[src/rtl/rf_pkg.sv]
// rf_pkg: shared types and helpers for the multi-port register file.
package rf_pkg;
  typedef enum logic {RF_CLEAR, RF_IDLE} rf_state_t;
  function automatic int rf_depth(input int addr_w);
    return 1 << addr_w;
  endfunction
endpackage

[src/rtl/rf_clear_seq.sv]
// rf_clear_seq: walks every entry after reset or on request, emitting one zero-write per cycle.
import rf_pkg::*;
module rf_clear_seq #(
  parameter int ADDR_W = 5
) (
  input  logic              clk,
  input  logic              rst,
  input  logic              clear_req,
  output logic              busy,
  output logic              clr_we,
  output logic [ADDR_W-1:0] clr_addr
);
  localparam logic [ADDR_W-1:0] LAST = ADDR_W'(rf_depth(ADDR_W) - 1);
  rf_state_t         state_q, state_d;
  logic [ADDR_W-1:0] count_q, count_d;
  always_comb begin
    state_d = (state_q == RF_CLEAR) ? ((!clear_req && count_q == LAST) ? RF_IDLE : RF_CLEAR)
                                    : (clear_req ? RF_CLEAR : RF_IDLE);
    count_d = (state_q == RF_CLEAR && !clear_req && count_q != LAST) ? count_q + 1'b1 : '0;
  end
  always_ff @(posedge clk or posedge rst) begin
    if (rst) begin
      state_q <= RF_CLEAR;
      count_q <= '0;
    end else begin
      state_q <= state_d;
      count_q <= count_d;
    end
  end
  assign busy     = (state_q == RF_CLEAR);
  assign clr_we   = busy;
  assign clr_addr = count_q;
endmodule

[src/rtl/reg_file_mp.sv]
// reg_file_mp: parametrised NUM_RD-read / 1-write register file with hardware clear.
// Define RF_BYPASS_EN to forward same-cycle write data to matching read ports.
import rf_pkg::*;
module reg_file_mp #(
  parameter int DATA_W   = 32,
  parameter int ADDR_W   = 5,
  parameter int NUM_RD   = 2,
  parameter int ZERO_REG = 1
) (
  input  logic                     clk,
  input  logic                     rst,
  input  logic                     clear_req,
  output logic                     busy,
  input  logic                     wr_en,
  input  logic [ADDR_W-1:0]        wr_addr,
  input  logic [DATA_W-1:0]        wr_data,
  output logic                     wr_drop,
  input  logic [NUM_RD*ADDR_W-1:0] rd_addr,
  output logic [NUM_RD*DATA_W-1:0] rd_data
);
  localparam int DEPTH = rf_depth(ADDR_W);
  logic [DATA_W-1:0] mem_q [DEPTH];
  logic              clr_we, we, wr_zero, wr_drop_q, wr_drop_d;
  logic [ADDR_W-1:0] clr_addr, waddr;
  logic [DATA_W-1:0] wdata;
  rf_clear_seq #(.ADDR_W(ADDR_W)) u_clr (
    .clk(clk), .rst(rst), .clear_req(clear_req),
    .busy(busy), .clr_we(clr_we), .clr_addr(clr_addr)
  );
  always_comb begin
    wr_zero   = (ZERO_REG != 0) && (wr_addr == '0);
    we        = clr_we | (wr_en & ~wr_zero);
    waddr     = clr_we ? clr_addr : wr_addr;
    wdata     = clr_we ? '0 : wr_data;
    wr_drop_d = wr_en & busy;
  end
  always_ff @(posedge clk) begin
    if (we) mem_q[waddr] <= wdata;
  end
  always_ff @(posedge clk or posedge rst) begin
    if (rst) wr_drop_q <= 1'b0;
    else     wr_drop_q <= wr_drop_d;
  end
  assign wr_drop = wr_drop_q;
  for (genvar i = 0; i < NUM_RD; i++) begin : g_rd
    logic [ADDR_W-1:0] a;
    logic              zero_r;
    assign a      = rd_addr[i*ADDR_W +: ADDR_W];
    assign zero_r = busy || ((ZERO_REG != 0) && (a == '0));
`ifdef RF_BYPASS_EN
    assign rd_data[i*DATA_W +: DATA_W] = zero_r ? '0 : (wr_en && a == wr_addr) ? wr_data : mem_q[a];
`else
    assign rd_data[i*DATA_W +: DATA_W] = zero_r ? '0 : mem_q[a];
`endif
  end
endmodule
[config.mk]
export PLATFORM = sky130hd
export DESIGN_NAME = reg_file_mp
export DESIGN_NICKNAME = d
export VERILOG_FILES = /design/src/rtl/rf_pkg.sv /design/src/rtl/rf_clear_seq.sv /design/src/rtl/reg_file_mp.sv
export SDC_FILE = /design/constraint.sdc
export NUM_CORES = 1
export LEC_CHECK = 0
export ABC_AREA = 0
export CORE_UTILIZATION = 30
export CTS_CLUSTER_SIZE = 10
export DETAILED_ROUTE_END_ITERATION = 16
export DONT_BUFFER_PORTS = 1
export GPL_TIMING_DRIVEN = 1
export PLACE_DENSITY = 0.53
export SYNTH_ARGS = -nofsm -noshare
export SYNTH_HDL_FRONTEND = slang
export SYNTH_SLANG_ARGS = --single-unit
[constraint.sdc]
create_clock -name clk -period 6.35 [get_ports clk]
set_input_delay 1.5875 -clock clk [delete_from_list [all_inputs] [get_ports clk]]
set_output_delay 1.5875 -clock clk [all_outputs]
set_load 0.05 [all_outputs]
# Word level (Yosys, flattened, before mapping)

Memory sizes are Yosys's and may differ from the RTL's.
Cells that the tools add are included.

Bits in registers: 7
Logic and storage cells: 31
Bits in latches: 0
Output and inout bits: 66
ROM bits: 0
Memories kept: 1
Input port bits: 51
RAM bits: 1024

Memory list:

| memory | depth | width | rd ports | clocked after memory_dff | wr ports | line              | text |
|---|---|---|---|---|---|---|---|
| mem_q  | 32    | 32    | 2        | 0                        | 1        | reg_file_mp.sv:22 | `logic [DATA_W-1:0] mem_q [DEPTH];` |

Muxes and demuxes: 10
Reduce and logical (&&, ||, !) cells: 9
Bitwise logic cells: 5
Magnitude comparators: 0
Equality and inequality tests: 2
Multipliers: 0
Div/mod/pow operators: 0
Add/subtract/negate cells: 1
Shifts and indexed selects: 0

Operator list:

| kind                | count |
|---|---|
| $mux 32             | 3 |
| $logic_not 5->1     | 3 |
| $mux 5              | 2 |
| $add 5x1->5 const B | 1 |
| $eq 5x5->1 const B  | 1 |
| $mux 1              | 5 |
| $ne 5x5->1 const B  | 1 |
| $logic_and 1x1->1   | 3 |
| $and 1x1->1         | 2 |
| $logic_or 1x1->1    | 2 |
| $not 1->1           | 2 |
| $logic_not 1->1     | 1 |
| $or 1x1->1          | 1 |

# Logic depth before layout (Yosys ltp)

Depth in word-level cells: 6
Depth in mapped cells: 8

# Hierarchy

From an unflattened synthesis, not the netlist that was laid out.

Cells, all modules: 2358
Area, all modules: 47596.9 µm²

By module, submodules not included:

| module       | area each (µm²) | seq. area each (µm²) | times used | cells an instance |
|---|---|---|---|---|
| reg_file_mp  | 47316.6         | 30774.5              | 1          | 2334 |
| rf_clear_seq | 280.3           | 150.1                | 1          | 24 |

# Worst setup path after synthesis

OpenSTA, ideal clock, no wires.

Kind: input port to output port
Start point: input rd_addr[5]
End point: output rd_data[37]
Stages on the path: 7
Slack: 1.315 ns
Arrival time: 3.448 ns
Data required time: 4.762 ns
Cells stage by stage: buf_6 > buf_12 > buf_6 > buf_2 > mux4_2 > a21oi_1 > nand4_1

Longest elaborated chain between the ends: 3
Elaborated cells on any way between the ends: 4
Those cells by class: 1 x mux; 2 x reduce/logical; 1 x memory

RTL lines:

| what                                                  | line              | text |
|---|---|---|
| start, declared                                       | reg_file_mp.sv:18 | `input logic [NUM_RD*ADDR_W-1:0] rd_addr,` |
| branches (longest 2 deep; another with $mem_v2 32x32) | --                |  |
| $mux 32 *                                             | reg_file_mp.sv:53 | `assign rd_data[i*DATA_W +: DATA_W] = zero_r ? '0 : mem_q[a];` |
| end, declared                                         | reg_file_mp.sv:19 | `output logic [NUM_RD*DATA_W-1:0] rd_data` |

Mark *: on every way between the ends.

# Worst setup path after layout

Start point: input rd_addr[7]
End point: output rd_data[42]

The elaborated chain is that of the path after synthesis.

==> results_dict.tcl <==
set metrics [dict create \
    status "finished clean" \
    crit_path_end_kind "output port" \
    gp_congestion 0.851 \
    synth.yosys.warnings 0 \
    syn_nets 2968 \
    grt.overflow.total 0 \
    synth_top_cell_by_area "edfxtp_1" \
    grt_first_pass_wirelength_mm 230 \
    maxSlewHeadroom_pct 8.12 \
    max_cap_violations 0 \
    synth_seq_cells 1031 \
    hold_ws_ns 0.512 \
    dieHeight_um 403 \
    timing.setup.tns_ns 0 \
    drt_wl_total_mm 165 \
    post-route-cell-area_um2 54500 \
    synthArstFlopShare_pct 0.679 \
    synth_top_area_share_pct 63.7 \
    vias_per_cell 5.65 \
    wl_per_cell_um 32.2 \
    post_cts_buffers 0 \
    hold_path_class "flip-flop to flip-flop" \
    placed_area_um2 51400 \
    fin_util_pct 34.2 \
    setup_ws_ns 0.706 \
    htreeDepth 3 \
    cts_root_buf "clkbuf_16" \
    area_growth_pct 12.8 \
    ctsHoldBuffers 0 \
    ys_seq_area_share_pct 64.0 \
    drv_slew 0 \
    core_um2 159000 \
    startpoint_type "input port" \
    cts_resized 0 \
    nNetsFinal 2991 \
    antenna_found_initial 11 \
    setup_viol 0 \
    place_ws_ns 0.865 \
    leakagePower_nw 18.2 \
    drtPass1Iterations 5 \
    dpl.hpwl_mm 99.0 \
    grt_start_max_net_pins 253 \
    p_per_area_nw_per_um2 257 \
    ir_worst_vdd_mv 0.217 \
    rows 146 \
    start_util_pct 30.3 \
    clock_latency_ns 0.73 \
    synth_cells 2915 \
    synth.area.top_cells "edfxtp_1, mux4_2, mux2i_1" \
    hold_viol 0 \
    post-route-drc-count 0 \
    worst_slew_pin_slew_ns 1.38 \
    path_clk_slew_ns 0.05 \
    rsz0062_at_grt "false" \
    numCtsBuffers 115 \
    min_period_ns 5.64 \
    drt_iter0_drc 2949 \
    synth-edff-count 1024 \
    via_count 28900 \
    cp_data_required_time_ns 4.76 \
    syn_area_um2 48300 \
    clock_path_buffers 3 \
    io-pin-count 117 \
    path_max_fanout 235 \
    cts.sinks 1031 \
    yosys_most_used_dff "edfxtp_1" \
    arrival_ns 4.06 \
    avgSynthCellArea_um2 16.6 \
    tritoncts "built" \
    criticalPathCategory "input port to output port" \
    port_buffers 0 \
    period_share_pct 88.9 \
    grt_pass1_vias 29600 \
    grt_usage_pct 20.1 \
    drive_gt1_share_pct 26.1 \
    chipWidth_um 403 \
    dieArea_um2 163000 \
    synthDistinctLibCells 46 \
    postRouteAntennaNets 0 \
    fmax_mhz 177 \
    fin_skew_ns 0.0191 \
]
==> per-stage QoR <==
| stage | total power [mW] | instances |
|---|---|---|
| after global routing | 14.3 | 5117 |
| final | 14.0 | 5117 |
| after floorplan | 8.22 | 2915 |
| after global placement | 8.28 | 4967 |
| after detailed placement | 8.28 | 4967 |
| after CTS | 14.1 | 5116 |
==> cell usage in the layout, fill, tap and decap left out, types with 3 or more instances in the layout <==
cell type / Yosys / layout
inv_1: 4 / 4
a22oi_1: 168 / 168
o22ai_1: 65 / 65
nand3_1: 68 / 67
and2_1: 40 / 37
nor3_1: 5 / 5
nand2_1: 49 / 47
nor2b_1: 71 / 67
o21ba_2: 3 / 3
dfrtp_1: 7 / 6
a211oi_1: 65 / 65
nand2b_2: 0 / 4
and3_1: 56 / 55
edfxtp_1: 1024 / 1024
nor4b_4: 0 / 3
or3_1: 63 / 63
nor3b_2: 1 / 3
a21oi_1: 86 / 86
mux4_2: 254 / 254
mux2i_1: 257 / 257
clkbuf_1: 110 / 23
nor2_1: 43 / 8
and2_2: 0 / 3
nand4_1: 63 / 63
o21ai_0: 67 / 67
clkbuf_16: 0 / 117
mux2_2: 197 / 197
nor2_4: 0 / 35
clkinv_1: 0 / 6
buf_4: 11 / 128
buf_12: 1 / 10
nor2b_4: 0 / 4
==> logic make-up after synthesis <==
logic type | share of synthesized area [%]
buffers and inverters | 2.27
DFF | 64.0
muxes | 21.8
AOI/OAI and AO/OA | 6.22
and+or+nand+nor | 5.61
adders and majority gates | 0.0518
xor gates and xnor gates | 0.0363
==> synthesized netlist by cell type, drive strengths merged (2+ instances only) <==
cell type / instances
buf: 122
or2: 2
mux2i: 257
nor3b: 3
nor2b: 71
edfxtp: 1024
dfrtp: 7
nor3: 5
mux4: 254
nand4: 63
nand2: 49
nand2b: 4
a22oi: 168
and2: 40
and3: 56
mux2: 197
inv: 4
nor4b: 3
or3: 63
a21oi: 86
o21ai: 67
and4b: 3
clkbuf: 110
ha: 2
nand3: 68
o22ai: 65
nor2: 43
o21ba: 3
a211oi: 65
==> path summary, 6_finish.rpt <==
kind / from / to / slack (ns) / cells past startpoint
max: rd_addr[7] / rd_data[42] / 0.71 / 6
min: u_clr.clr_addr[0]$_DFF_PP0_ / u_clr.clr_addr[0]$_DFF_PP0_ / 0.51 / 1
max reg2reg: u_clr.state_q$_DFF_PP0_ / mem_q[2][25]$_DFFE_PP_ / 2.22 / 7
min reg2reg: u_clr.clr_addr[0]$_DFF_PP0_ / u_clr.clr_addr[0]$_DFF_PP0_ / 0.51 / 1
max in group asynchronous: rst / u_clr.state_q$_DFF_PP0_ / 5.41 / 1
min in group asynchronous: rst / wr_drop$_DFF_PP0_ / 0.69 / 1
==> worst max-delay path, cell delays in order <==
cell	delay (ns)
nand2b_2	0.90
buf_4	0.43
o21ai_0	0.19
or3_1	0.13
nand4_1	0.20
buf_4	0.28
==> flip-flops by register name, summed over array words and instances, names as in the netlist <==
name,cells
u_clr.clr_addr,5
wr_drop,1
u_clr.state_q,1
mem_q,1024
==> routing by layer <==
layer | up-vias | track usage (%) | wire length [um]
met5 | - | 0 | 55
met4 | 8 | 8.06 | 6430
met3 | 285 | 3.29 | 11500
met2 | 1196 | 33.4 | 80100
met1 | 15400 | 26.1 | 66800
li1 | 12000 | - | -
==> cell type report <==
| class | instances | area (um^2) |
|---|---|---|
| diodes | 1 | 2.50 |
| clock buffers | 140 | 3010 |
| clock inverters | 9 | 45.0 |
| fillers | 15100 | 105000 |
| inverters | 4 | 15.0 |
| multi-input cells | 1648 | 16600 |
| flip-flops and latches | 1031 | 30900 |
| well taps | 2146 | 2690 |
| repair buffers | 138 | 1160 |
==> power by group <==
| part | switching [mW] | internal (mW) | total, mW |
|---|---|---|---|
| logic | 0.316 | 0.344 | 0.661 |
| clock network | 2.58 | 3.26 | 5.84 |
| registers | 0.0320 | 7.46 | 7.49 |
| total | 2.93 | 11.1 | 14.0 |
(Power assumes the default switching activity.)
